<file path="config.mk">
export PLATFORM = sky130hd
export DESIGN_NAME = fractal_sync_rx
export DESIGN_NICKNAME = d
export VERILOG_FILES = /design/src/rtl/fractal_sync_rx.sv
export SDC_FILE = /design/constraint.sdc
export NUM_CORES = 1
export LEC_CHECK = 0
export CORE_MARGIN = 2
export CORE_UTILIZATION = 58
export DETAILED_ROUTE_END_ITERATION = 8
export PLACE_DENSITY = 0.84
export SLEW_MARGIN = 20
export SYNTH_ARGS = -nofsm -noshare
export SYNTH_HDL_FRONTEND = slang
export SYNTH_SLANG_ARGS = --single-unit
</file>
<file path="constraint.sdc">
create_clock -name clk_i -period 2.5 [get_ports clk_i]
set_input_delay 0.5 -clock clk_i [delete_from_list [all_inputs] [get_ports clk_i]]
set_output_delay 0.5 -clock clk_i [all_outputs]
set_load 0.02 [all_outputs]
</file>
<file path="src/rtl/fractal_sync_rx.sv">
// Receive datapath of a fractal sync tree node: per-port FIFOs, round-robin arbitration, source tagging.
// Optional merging of identical en/ws heads is enabled with the FRACTAL_SYNC_RX_MERGE_EN macro.

module fractal_sync_rx_fifo #(
   parameter int DATA_W = 12,
   parameter int DEPTH  = 2
) (
   input  logic              clk_i,
   input  logic              rst_i,
   input  logic              push_i,
   input  logic [DATA_W-1:0] data_i,
   input  logic              pop_i,
   output logic [DATA_W-1:0] data_o,
   output logic              empty_o,
   output logic              overflow_o
);

   localparam int PTR_W = (DEPTH > 1) ? $clog2(DEPTH) : 1;
   localparam int CNT_W = $clog2(DEPTH + 1);

   logic [DATA_W-1:0] mem_q [DEPTH];
   logic [DATA_W-1:0] mem_d [DEPTH];
   logic [PTR_W-1:0]  wr_ptr_q, wr_ptr_d;
   logic [PTR_W-1:0]  rd_ptr_q, rd_ptr_d;
   logic [CNT_W-1:0]  cnt_q, cnt_d;
   logic              full;
   logic              push_ok;
   logic              pop_ok;

   function automatic logic [PTR_W-1:0] ptr_inc(input logic [PTR_W-1:0] p);
      return (p == PTR_W'(DEPTH - 1)) ? '0 : p + PTR_W'(1);
   endfunction

   assign full       = (cnt_q == CNT_W'(DEPTH));
   assign empty_o    = (cnt_q == '0);
   // A push into a full FIFO is dropped even when a pop frees a slot in the same cycle.
   assign push_ok    = push_i && !full;
   assign pop_ok     = pop_i && !empty_o;
   assign overflow_o = push_i && full;
   assign data_o     = mem_q[rd_ptr_q];

   always_comb begin
      mem_d    = mem_q;
      wr_ptr_d = wr_ptr_q;
      rd_ptr_d = rd_ptr_q;
      cnt_d    = cnt_q;
      if (push_ok) begin
         mem_d[wr_ptr_q] = data_i;
         wr_ptr_d        = ptr_inc(wr_ptr_q);
      end
      if (pop_ok) begin
         rd_ptr_d = ptr_inc(rd_ptr_q);
      end
      case ({push_ok, pop_ok})
         2'b10:   cnt_d = cnt_q + CNT_W'(1);
         2'b01:   cnt_d = cnt_q - CNT_W'(1);
         default: cnt_d = cnt_q;
      endcase
   end

   always_ff @(posedge clk_i) begin
      if (rst_i) begin
         wr_ptr_q <= '0;
         rd_ptr_q <= '0;
         cnt_q    <= '0;
      end else begin
         wr_ptr_q <= wr_ptr_d;
         rd_ptr_q <= rd_ptr_d;
         cnt_q    <= cnt_d;
      end
   end

   always_ff @(posedge clk_i) begin
      mem_q <= mem_d;
   end

endmodule

module fractal_sync_rx #(
   parameter int ID_W       = 8,
   parameter int SRC_W      = 4,
   parameter int COMB_IN    = 0,
   parameter int FIFO_DEPTH = 2
) (
   input  logic             clk_i,
   input  logic             rst_i,
   input  logic             en_sync_i,
   input  logic [ID_W-1:0]  en_id_i,
   input  logic [SRC_W-1:0] en_src_i,
   input  logic             ws_sync_i,
   input  logic [ID_W-1:0]  ws_id_i,
   input  logic [SRC_W-1:0] ws_src_i,
   output logic             req_valid_o,
   input  logic             req_ready_i,
   output logic [ID_W-1:0]  req_id_o,
   output logic [SRC_W+1:0] req_src_o,
   output logic             en_empty_o,
   output logic             ws_empty_o,
   output logic             en_error_overflow_o,
   output logic             ws_error_overflow_o
);

   localparam int ELEM_W = ID_W + SRC_W;

   typedef enum logic {
      RR_EN = 1'b0,
      RR_WS = 1'b1
   } rr_e;

   if (FIFO_DEPTH <= 0) begin : g_bad_depth
      $fatal(1, "fractal_sync_rx: FIFO_DEPTH must be greater than zero");
   end

   logic              en_push, ws_push;
   logic [ELEM_W-1:0] en_elem, ws_elem;
   logic [ELEM_W-1:0] en_head, ws_head;
   logic              en_pop, ws_pop;
   logic              en_vld, ws_vld;
   logic              grant_en, grant_ws, merge;
   logic              xfer;
   logic              req_valid;
   logic [ID_W-1:0]   req_id;
   logic [SRC_W+1:0]  req_src;
   rr_e               rr_q, rr_d;

   if (COMB_IN != 0) begin : g_comb_in
      assign en_push = en_sync_i;
      assign en_elem = {en_id_i, en_src_i};
      assign ws_push = ws_sync_i;
      assign ws_elem = {ws_id_i, ws_src_i};
   end else begin : g_reg_in
      logic              en_push_q, en_push_d;
      logic              ws_push_q, ws_push_d;
      logic [ELEM_W-1:0] en_elem_q, en_elem_d;
      logic [ELEM_W-1:0] ws_elem_q, ws_elem_d;

      // Sample registers only load on a strobe so an idle port holds its last element.
      always_comb begin
         en_push_d = en_sync_i;
         ws_push_d = ws_sync_i;
         en_elem_d = en_sync_i ? {en_id_i, en_src_i} : en_elem_q;
         ws_elem_d = ws_sync_i ? {ws_id_i, ws_src_i} : ws_elem_q;
      end

      always_ff @(posedge clk_i) begin
         if (rst_i) begin
            en_push_q <= 1'b0;
            ws_push_q <= 1'b0;
            en_elem_q <= '0;
            ws_elem_q <= '0;
         end else begin
            en_push_q <= en_push_d;
            ws_push_q <= ws_push_d;
            en_elem_q <= en_elem_d;
            ws_elem_q <= ws_elem_d;
         end
      end

      assign en_push = en_push_q;
      assign en_elem = en_elem_q;
      assign ws_push = ws_push_q;
      assign ws_elem = ws_elem_q;
   end

   fractal_sync_rx_fifo #(
      .DATA_W (ELEM_W),
      .DEPTH  (FIFO_DEPTH)
   ) u_en_fifo (
      .clk_i      (clk_i),
      .rst_i      (rst_i),
      .push_i     (en_push),
      .data_i     (en_elem),
      .pop_i      (en_pop),
      .data_o     (en_head),
      .empty_o    (en_empty_o),
      .overflow_o (en_error_overflow_o)
   );

   fractal_sync_rx_fifo #(
      .DATA_W (ELEM_W),
      .DEPTH  (FIFO_DEPTH)
   ) u_ws_fifo (
      .clk_i      (clk_i),
      .rst_i      (rst_i),
      .push_i     (ws_push),
      .data_i     (ws_elem),
      .pop_i      (ws_pop),
      .data_o     (ws_head),
      .empty_o    (ws_empty_o),
      .overflow_o (ws_error_overflow_o)
   );

   assign en_vld    = !en_empty_o;
   assign ws_vld    = !ws_empty_o;
   assign req_valid = en_vld || ws_vld;
   assign xfer      = req_valid && req_ready_i;

   always_comb begin
      merge    = 1'b0;
      grant_en = 1'b0;
      grant_ws = 1'b0;
      req_id   = '0;
      req_src  = '0;
`ifdef FRACTAL_SYNC_RX_MERGE_EN
      merge = en_vld && ws_vld && (en_head == ws_head);
`endif
      if (merge) begin
         req_id  = en_head[ELEM_W-1:SRC_W];
         req_src = {en_head[SRC_W-1:0], 2'b11};
      end else if (en_vld && (!ws_vld || (rr_q == RR_EN))) begin
         grant_en = 1'b1;
         req_id   = en_head[ELEM_W-1:SRC_W];
         req_src  = {en_head[SRC_W-1:0], 2'b01};
      end else if (ws_vld) begin
         grant_ws = 1'b1;
         req_id   = ws_head[ELEM_W-1:SRC_W];
         req_src  = {ws_head[SRC_W-1:0], 2'b10};
      end
   end

   assign en_pop = xfer && (grant_en || merge);
   assign ws_pop = xfer && (grant_ws || merge);

   // Only single-port transfers advance the pointer; a merge serves both ports fairly.
   always_comb begin
      rr_d = rr_q;
      if (xfer && grant_en) begin
         rr_d = RR_WS;
      end else if (xfer && grant_ws) begin
         rr_d = RR_EN;
      end
   end

   always_ff @(posedge clk_i) begin
      if (rst_i) begin
         rr_q <= RR_EN;
      end else begin
         rr_q <= rr_d;
      end
   end

   assign req_valid_o = req_valid;
   assign req_id_o    = req_id;
   assign req_src_o   = req_src;

endmodule

</file>
* After elaboration in Yosys (flattened, before gate mapping)
Cells that the tools add are included.
** Word-level totals
- Flip-flop bits (word level) :: 83
- Bits of input ports :: 29
- Logic and storage cells :: 90
- Output and inout port bits :: 19
** Operators by class
- Bitwise gates (word level) :: 5
- Reductions and logical operators :: 23
- $lt $le $gt $ge :: 6
- Equal/unequal tests :: 6
- Multiplexer cells :: 27
- Add/sub/neg operators :: 8
** Operators by type and width (count)
- $mux 12 :: 8
- $bwmux 24 :: 2
- $demux 12 s1 :: 2
- $mux 8 :: 2
- $logic_and 1x1->1 :: 12
- $mux 6 :: 2
- $mux 1 :: 9
- $eq 2x2->1 const B :: 4
- $ge 2x2->1 const B :: 4
- $not 1->2 :: 4
- $pmux 2 s2 :: 2
- $reduce_bool 2->1 :: 3
- $add 1x1->1 const B :: 4
- $add 2x1->2 const B :: 2
- $eq 2x1->1 const B :: 2
- $logic_not 1->1 :: 4
- $logic_not 2->1 :: 2
- $lt 2x1->1 const B :: 2
- $sub 2x1->2 const B :: 2
- $logic_or 1x1->1 :: 2
- $not 1->1 :: 1

* Logic depth before layout (Yosys ltp)
Gate-level depths: netlist of the first run.
- Word-level depth :: 8
- Gate-level depth with buffers :: 7
- Depth with buffers taken out :: 6

* Modules after synthesis
Synthesis of the first run repeated with hierarchy kept, for this count alone.
** Second synthesis, totals
- Cell total of the unflattened synthesis :: 234
- Area, all modules :: 3295.7 um^2
** Modules (own cells, without submodules)
- fractal_sync_rx_fifo :: area each 1064.8 um^2, seq. area each 800.8 um^2, cells an instance 61, times used 2
- fractal_sync_rx :: area each 1166.1 um^2, seq. area each 540.5 um^2, cells an instance 112, times used 1

* Worst setup path after synthesis of the first run
Ideal clock, no wire load.
- Kind :: register to output
- Start :: register rr_q
- End :: output req_id_o[0]
- Stages on the path, launching flop included :: 6
- Required time :: 2000 ps
- Arrival :: 1290 ps
- Path slack :: 710 ps
- Path buffers :: 2
- Cell sequence :: dfxtp_1 > buf_2 > o21a_1 > or2_1 > buf_2 > o21ai_1
** On the way
- Cells in the longest elaborated chain, start to end :: 4
** Ends and longest elaborated chain
- from (decl) :: RTL line 124 : rr_e rr_q, rr_d;
- from (signal assigned) :: RTL line 238 : rr_q <= rr_d;
- $not 1->1 :: RTL line 210 : end else if (en_vld && (!ws_vld || (rr_q == RR_EN))) begin
- $logic_or 1x1->1 :: RTL line 210
- $logic_and 1x1->1 :: RTL line 210
- $mux 8 :: RTL line 210
- to (decl) :: RTL line 95 : output logic [ID_W-1:0] req_id_o,
No other way between the ends.

* Worst setup path in the final report of the first run
- Start :: register u_en_fifo.cnt_q[0]
- End :: output req_src_o[1]
** On the way
- Cells in the longest elaborated chain, start to end :: 4
** Ends and longest elaborated chain
- from (decl) :: RTL line 25 : logic [CNT_W-1:0] cnt_q, cnt_d;
- from (signal assigned) :: RTL line 69 : cnt_q <= cnt_d;
- $logic_not 2->1 :: RTL line 35 : assign empty_o = (cnt_q == '0);
- $logic_not 1->1 :: RTL line 193 : assign en_vld = !en_empty_o;
- $logic_and 1x1->1 :: RTL line 210
- $mux 6 :: RTL line 210
- to (decl) :: RTL line 96 : output logic [SRC_W+1:0] req_src_o,
No other way between the ends.

==> results of run 1 <==
-- placed cells by master (no fill, tap or decap), types with 2 or more instances in the layout --
master / instances
nor2b_1: 3
xor2_1: 2
o21ai_1: 10
xnor2_1: 2
or2_4: 2
a21oi_1: 6
mux2i_1: 36
dfxtp_2: 2
or3_1: 3
mux2_2: 12
clkdlybuf4s50_1: 34
clkinv_2: 3
o21ai_0: 6
o211ai_1: 12
nand2b_1: 2
a21bo_2: 2
edfxtp_1: 48
nand3b_1: 2
and3_1: 2
clkbuf_8: 9
nand2_1: 3
buf_4: 6
ha_1: 2
inv_1: 7
dlygate4sd2_1: 12
nor2_1: 32
dfxtp_1: 33
-- worst paths after layout --
check,cells after the start,startpoint,slack (ps),endpoint
worst min register to register,0,en_elem[9],460,u_en_fifo.mem_q[21]
worst max-delay path,5,u_en_fifo.cnt_q[0],160,req_src_o[1]
worst max register to register,6,u_en_fifo.cnt_q[0],600,u_ws_fifo.cnt_q[1]
worst min-delay path,0,en_elem[9],460,u_en_fifo.mem_q[21]
-- critical path: stages (launching register included) --
cell and delay, ps:
dfxtp_1 380, nor2_2 140, buf_4 220, nor2_1 60
nor2_1 90, clkdlybuf4s50_1 610
-- cells by family (layout without fill, tap and decap cells) --
logic type      after synthesis  count (layout)
buf+inv                      26              76
compound gates               39              39
simple gates                 50              50
fa+ha+maj                     2               2
mux                          49              49
xor+xnor                      4               4
flops                        83              83
-- cells in the mapped netlist, types with 3 or more instances --
cell type / instances
clkbuf_1: 5
edfxtp_1: 48
nor2_1: 32
nor2b_1: 3
o21ai_1: 9
o21ai_0: 7
mux2_2: 12
inv_1: 7
nand2_1: 3
dfxtp_1: 35
a21oi_1: 6
o211ai_1: 12
mux2i_1: 36
buf_2: 11
or3_1: 3
-- flip-flops by register name, indices dropped and copies added, names as in the netlist --
register	flops
u_ws_fifo.wr_ptr_q	1
u_ws_fifo.mem_q	24
u_en_fifo.mem_q	24
en_push	1
rr_q	1
u_en_fifo.wr_ptr_q	1
u_en_fifo.rd_ptr_q	1
g_reg_in.ws_push_q	1
en_elem	12
u_ws_fifo.rd_ptr_q	1
u_en_fifo.cnt_q	2
g_reg_in.ws_elem_q	12
u_ws_fifo.cnt_q	2
-- power by group through the flow --
stage	clock network [mW]	registers, mW	logic [mW]
floorplan	0	1.65	0.953
global placement	0	1.72	1.35
detailed placement	0	1.73	1.38
CTS	0.910	1.71	1.32
global route	0.965	1.72	1.41
finish	0.899	1.71	1.31
-- routing by layer --
| metal | up-vias | part of all wire [%] | track usage [%] |
|---|---|---|---|
| met5 | - | 0 | 0 |
| met1 | 981 | 42 | 24.66 |
| li1 | 994 | - | - |
| met3 | 14 | 3.3 | 4.977 |
| met2 | 48 | 53 | 36.39 |
| met4 | 0 | 2.1 | 10.69 |
-- area by class of cell --
class | instances | area, um2
Sequential cell | 83 | 2145
Fill cell | 391 | 1501
Multi-Input combinational cell | 144 | 1057
Tap cell | 72 | 90.09
Inverter | 7 | 26.28
Clock buffer | 10 | 127.6
Clock inverter | 6 | 56.30
Timing Repair Buffer | 53 | 503.0
-- stage by stage --
step | hold WS [ps] | std cells
after floorplan | 424.9 | 253
after global placement | 435.3 | 359
after detailed placement | 435.6 | 359
after CTS | 460.6 | 375
after global routing | 476.1 | 375
final | 460.4 | 375
-- repair_timing --
item | 4_1_cts | 5_1_grt
setup buffers | 0 | 0
resized for setup | 17 | 1
setup endpoints to repair | 15 | 1
cloned | 0 | 0
pin swaps | 0 | 0
==> out/qor.yml, run 1 <==
run_status:
  status: "complete, no violations"
floorplan:
  chipHeight_um: 79.67
  die_w_um: 79.67
  core_um2: 5507
  fp.dieArea_um2: 6347
  std_cell_rows: 27
  num_io_pins: 48
  initial_core_util_pct: 60.30
routing:
  drc: 0
  drtIter0Drc: 102
  routed_wl_um: 6128
  dr.pass1.iters: 4
  drt-wirelength-per-cell_um: 16.34
  vias: 2037
  viasPerCell: 5.432
  ant_nets: 0
clock_tree:
  cts_root_buf: "clkbuf_8"
  hold_buffers: 0
  cts_buffers: 9
  clk_latency_ps: 340
  clockBufferDepth: 2
  clk_pin_slew_ps: 80
  clock_sinks: 83
  cts_tree: "done"
  h-tree-depth: 3
yosys:
  yosys.cell_types.count: 30
  synthSimpleGateAreaFrac_pct: 6.858
  synth_top_area_share_pct: 43.41
  postSynthCellCount: 253
  synth_top_family_by_area: "multiplexers"
  avgSynthCellArea_um2: 13.13
  synth_top_cell_by_area: "edfxtp_1"
  ys_warn_count: 0
  synth.area.mux_share_pct: 15.37
  ys_seq_elements: 83
  synth-edff-count: 48
  synth_fa_ha_area_share_pct: 0.7536
  ys_seq_area_share_pct: 64.51
  synth_xor_area_share_pct: 1.055
  synth_compound_area_share_pct: 7.649
  syn_nets: 284
  ys.flop_type: "edfxtp_1"
  syn-cell-area_um2: 3321
  synth_area_leaders: "edfxtp_1 (43%), dfxtp_1 (21%), mux2i_1 (11%)"
  synthArstFlopShare_pct: 0
power:
  powerDensity_nw_per_um2: 976.6
  combPwrFrac_pct: 33.4
  total_power_mw: 3.911
  power_switching_mw: 1.299
  p_seq_share_pct: 43.6
  leakage_nw: 1.545
  clockPowerShare_pct: 23.0
  swShare_pct: 33.21
  max-vdd-ir-drop_mv: 0.5663
  p_int_mw: 2.612
global_routing:
  grt_usage_pct: 21.16
  grt_max_degree: 18
  grt.overflow.total: 0
  grt_pass1_wl_um: 9908
  antenna_found_initial: 0
  grt_pass1_vias: 2042
placed_design:
  port_buffers: 47
  placed_cell_area_um2: 3826
  gp_congestion: 0.7282
  dp.final_hpwl_um: 4364
  place_ws_ps: 94.15
final_layout:
  fin_util_pct: 72.73
  finalInstanceArea_um2: 4005
  area_growth_pct: 20.61
  drive_above_1_share_pct: 13.86
  antenna_cells: 0
  fin_nets: 329
sta:
  fin_crit_sh_pct: 93.42
  fin_skew_ps: 4.939
  fin_setup_tns_ps: 0
  slew_headroom_pct: 61.79
  finalHoldViolCount: 0
  worst_pin_slew_ps: 573.1
  slew_violations: 0
  finalCriticalPeriod_ps: 2336
  fin_ws_ps: 164.4
  rsz0062_at_grt: "no"
  setup_viol: 0
  max_freq_ghz: 0.4282
worst_setup_path:
  worst-endpoint-required_ps: 2000
  cp.arrival_ps: 1840
  cp_max_fo: 16
  startpoint_type: "flop"
  path_class: "reg2out"
  cp-end-kind: "output port"
worst_hold_path:
  worstHoldPathType: "reg2reg"
run:
  drv_cap: 0
Power figures use the tool's default switching activity.
==> run 2, diff against run 1 <==
Settings changed: CORE_UTILIZATION 58 to 48, PLACE_DENSITY 0.84 to 0.75.
Clock period 2.5 ns to 1.9 ns, I/O delays scaled along.
==> out/qor.yml, run 2 (synthesis results as in run 1) <==
final_layout:
  regArea_um2: 2145  # unchanged
  multi_input_area_um2: 1094  # +3.4%
  area_growth_pct: 27.84
  nFillCells: 519  # +33%
  drive_above_1_share_pct: 24.69  # +11 points
  final_cell_mix: "edfxtp_1 (48), mux2i_1 (36), dfxtp_1 (33), nor2_1 (32), clkdlybuf4s50_1 (28)"
  final_common_cell: "edfxtp_1"
  antenna_cells: 0  # unchanged
  stdcell_count: 404  # +7.7%
  finalInstanceArea_um2: 4245  # +6.0%
  fin_nets: 350  # +6.4%
  largestRegisters: "u_en_fifo.mem_q: 24 flops, u_ws_fifo.mem_q: 24 flops"
placed_design:
  dp.final_hpwl_um: 4329  # -0.81%
  dp.cells: 381  # +6.1%
  port_buffers: 47  # unchanged
  gp_congestion: 0.8203  # +13%
  placed_cell_area_um2: 3979  # +4.0%
global_routing:
  grt_max_degree: 18  # unchanged
  grt_usage_pct: 17.93  # -3.2 points
  grt.overflow.total: 0  # unchanged
  grt_pass1_vias: 2114  # +3.5%
  antenna_found_initial: 0  # unchanged
  grt_pass1_wl_um: 10070  # +1.6%
power:
  powerDensity_nw_per_um2: 1361  # +39%
  p_seq_share_pct: 37.4  # -6.2 points
  p_int_mw: 3.950  # +51%
  combPwrFrac_pct: 37.5  # +4.1 points
  leakage_nw: 1.671  # +8.1%
  swShare_pct: 31.64  # -1.6 points
  power_switching_mw: 1.828  # +41%
  clockPowerShare_pct: 25.1  # +2.1 points
  max-vdd-ir-drop_mv: 0.5586  # -1.4%
worst_setup_path:
  startpoint_type: "flop"
  worst-endpoint-required_ps: 1520  # -480 ps
  crit_chain: "buf_12, buf_6, mux2_2, o211ai_1, o21ai_1, buf_2"
  cp-end-kind: "output port"
  cp.arrival_ps: 1590  # -250 ps
  path_buf_inv: 3  # +1
  cpPeakStageDelay_ps: 360  # -250 ps
  crit_path_top_delay_cell: "dfxtp_2"
  cp_max_fo: 7  # -9
  critPathTopFamily: "buffers and inverters"
  path_class: "reg2out"
sta:
  fin_skew_ps: 8.222  # +3.283 ps
  finalCriticalPeriod_ps: 1973
  rsz0062_at_grt: "yes"
  slew_headroom_pct: 65.30  # +3.5 points
  fin_ws_ps: -72.79  # -237.2 ps
  fin_crit_sh_pct: 103.8
  finalHoldViolCount: 0  # unchanged
  setup_viol: 9  # +9
  slew_violations: 0  # unchanged
  whs_ps: 459.9  # -0.4750 ps
  worst_pin_slew_ps: 520.5  # -52.56 ps
  max_freq_ghz: 0.5069
clock_tree:
  cts_buffers: 9  # unchanged
  clk_pin_slew_ps: 80  # about the same
  clockBufferDepth: 2  # unchanged
  cts_tree: "done"
  cts_root_buf: "clkbuf_8"
  hold_buffers: 0  # unchanged
  h-tree-depth: 3  # unchanged
  clk_latency_ps: 340  # about the same
  clock_sinks: 83  # unchanged
floorplan:
  initial_core_util_pct: 49.15  # -11 points
  std_cell_rows: 30  # +11%
  core_um2: 6756  # +23%
  die_w_um: 87.18  # +9.4%
  num_io_pins: 48  # unchanged
  chipHeight_um: 87.18  # +9.4%
  fp.dieArea_um2: 7599  # +20%
routing:
  viasPerCell: 5.220  # -3.9%
  dr.pass1.iters: 4  # unchanged
  drtIter0Drc: 86  # -16%
  drt-wirelength-per-cell_um: 16.17  # -1.0%
  vias: 2109  # +3.5%
  routed_wl_um: 6534  # +6.6%
  drc: 0  # unchanged
  ant_nets: 0  # unchanged
run_status:
  status: "finished, violations left"
  violations: "negative setup slack"
worst_hold_path:
  worstHoldPathType: "reg2reg"
run:
  drv_cap: 0  # unchanged
[run 2: layout make-up]
| cell class | instances | share of cell area, % |
|---|---|---|
| flip-flops and latches | 83 | 50.52 |
| multi-input cells | 145 | 25.76 |
| repair buffers | 73 | 15.30 |
| clock buffers | 10 | 3.006 |
| clock inverters | 6 | 2.446 |
| well taps | 80 | 2.358 |
| inverters | 7 | 0.6189 |
[run 2: worst reg2reg max path: cells and delay by family (launching register included)]
| family | cells | cell delay, ps |
|---|---|---|
| adder cells (fa/ha/maj) | 1 | 300 |
| buffers and inverters | 1 | 160 |
| flip-flops | 1 | 340 |
| AND/OR/NAND/NOR | 2 | 680 |
| AO/OA/AOI/OAI | 2 | 290 |
[run 2: what timing repair did]
| item | 4_1_cts | 5_1_grt |
|---|---|---|
| gates resized for setup | 77 | 18 |
| setup endpoints to repair | 20 | 18 |
| setup buffers | 2 | 3 |
| gates cloned | 0 | 2 |
[run 2: per-stage QoR]
stage / TNS, ps / utilization (%) / power [mW] / worst slack, ps
finish: -385.5 / 62.83 / 5.778 / -72.79
CTS: -547.2 / 62.20 / 5.666 / -109.8
global placement: -1852 / 58.89 / 4.250 / -216.5
detailed placement: -2453 / 58.89 / 4.305 / -226.5
floorplan: 0 / - / 3.430 / 210.0
global route: -1222 / 62.83 / 6.042 / -156.2
[run 2: power by group through the flow]
stage	Combinational [mW]	Clock (mW)	Sequential, mW
after floorplan	1.25	0	2.18
after global placement	2.08	0	2.17
after detailed placement	2.12	0	2.19
after CTS	2.04	1.47	2.15
after global routing	2.32	1.55	2.18
final	2.17	1.45	2.16
[run 2: metal layers]
metal / vias to the layer above / share of wire [%] / global-route usage (%)
met5: - / 0 / 0
met4: 0 / 2.9 / 10.07
met3: 17 / 4.1 / 3.412
met2: 51 / 52 / 30.95
met1: 1006 / 41 / 20.87
li1: 1035 / - / -
[run 2: worst paths after layout]
path | start | end | slack [ps] | cells past startpoint
max reg2reg | u_ws_fifo.cnt_q[1] | u_ws_fifo.cnt_q[1] | 60 | 6
min reg2reg | en_elem[3] | u_en_fifo.mem_q[15] | 460 | 0
min | en_elem[3] | u_en_fifo.mem_q[15] | 460 | 0
max | u_ws_fifo.rd_ptr_q | req_src_o[3] | -70 | 6
==> edit (flow settings as in run 2) <==
Set the parameter `COMB_IN` to 1 (it was 0).
--- a/src/rtl/fractal_sync_rx.sv
+++ b/src/rtl/fractal_sync_rx.sv
@@ -79,7 +79,7 @@
 module fractal_sync_rx #(
    parameter int ID_W       = 8,
    parameter int SRC_W      = 4,
-   parameter int COMB_IN    = 0,
+   parameter int COMB_IN    = 1,
    parameter int FIFO_DEPTH = 2
 ) (
    input  logic             clk_i,
Formal check against the unedited RTL: not equivalent (a bounded check fails within 4 cycles, from zero or initial values and one cycle with rst_i high).
==> edit against run 2 <==
  * The flow still finishes with violations (negative setup slack)
  * Worst setup slack worse by 0.011 ns
  * Synthesized cell count down 34%
  * Sequential share of layout area fell by 3.4 points
  * Area after synthesis shrank 26%
  * Wire length is 25% lower
  * Die area shrank 25%
  * Power fell by 0.84%
  * Clock power down 26%
  * Critical path depth fell by 1
  * Cell count fell by 23%
  * Cell area down 19%
  * Sequential cell count is 26 lower
  * Largest cell class unchanged
==> edit: results (changes against run 2) <==
maximum vdd ir drop: 826 uV (+48%)
nonclk inv count: 6 (-1)
flop2flop setup slack: 0.10 ns (+0.04 ns)
non-clock buffer count in the final layout: 69 (-5.5%)
slew at the pin closest to its max-slew limit: 0.427 ns (-0.0937 ns)
Final WS setup: -0.0835 ns (-0.0107 ns)
non-clock buffer share of cell area: 0.202 (+0.0487)
number of nets in the synthesized netlist: 199 (-30%)
non-filler instance count after layout: 311 (-23%)
run status: complete, but fails checks
crit-path max FO: 6 (-1)
Area contributors post-synth: edfxtp_1, dfxtp_1, mux2_2
violations in the final reports: negative setup slack
worst hold start: u_ws_fifo.cnt_q[1]
number of flip-flops and latches: 57 (-31%)
Post-synth top cells: edfxtp_1, mux2_2, mux2i_1, o211ai_1
first-iteration detailed-routing DRC count: 90 (+4.7%)
part of the total power dissipated in sequential elements: 0.295 (-0.079)
placed instance count: 290 (-24%)
routed vias/inst: 5.01 (-4.1%)
syn_area_per_cell: 14.6 um2 (+11%)
Final Setup Violations: 10 (+1)
post-layout net count: 267 (-24%)
P_seq: 1.69 mW (-22%)
fill cell instance count of the final layout: 364 (-30%)
## edit: worst max path at each step
stage / slack [ns] / start / end / cells past startpoint
final: -0.08 / u_ws_fifo.cnt_q[0] / req_id_o[6] / 5
after detailed placement: -0.34 / u_ws_fifo.rd_ptr_q / req_src_o[5] / 4
after floorplan: 0.13 / u_ws_fifo.cnt_q[0] / req_id_o[7] / 4
after CTS: -0.18 / u_ws_fifo.rd_ptr_q / req_src_o[5] / 4
after global placement: -0.29 / u_ws_fifo.rd_ptr_q / req_src_o[2] / 4
after global routing: -0.13 / u_ws_fifo.cnt_q[0] / req_id_o[6] / 5
## edit: timing repair
action | 4_1_cts | 5_1_grt
buffers inserted | 1 | 3
pin swaps | 7 | 3
gates resized for setup | 98 | 18
endpoints found under the setup margin | 19 | 18
gates cloned | 1 | 0
## edit: metal layers
layer	vias to the layer above	wire length (um)	global-route usage
met5	-	0	0
met4	0	106	0.111
met3	10	202	0.0542
met2	34	2510	0.305
met1	743	2060	0.212
li1	770	-	-
## edit: worst max-delay path, delay by kind of cell (launching register included)
family                 cells  cell delay [ns]
AO/OA/AOI/OAI              2             0.40
flip-flops                 1             0.32
buffers and inverters      2             0.29
AND/OR/NAND/NOR            1             0.25
## edit: cells by family after synthesis
kind of cell / synth area share
adder cells (fa/ha/maj): 0.0102
flip-flops: 0.661
XOR/XNOR: 0.0143
buffers and inverters: 0.0383
multiplexers: 0.113
AO/OA/AOI/OAI: 0.112
AND/OR/NAND/NOR: 0.0510
## edit: metrics by stage
step / hold slack [ns] / instance area, um2 / setup slack [ns]
final: 0.511 / 3460 / -0.0835
after floorplan: 0.467 / 2450 / 0.132
after global routing: 0.540 / 3460 / -0.126
after global placement: 0.476 / 3090 / -0.291
after CTS: 0.515 / 3370 / -0.184
after detailed placement: 0.513 / 3090 / -0.339
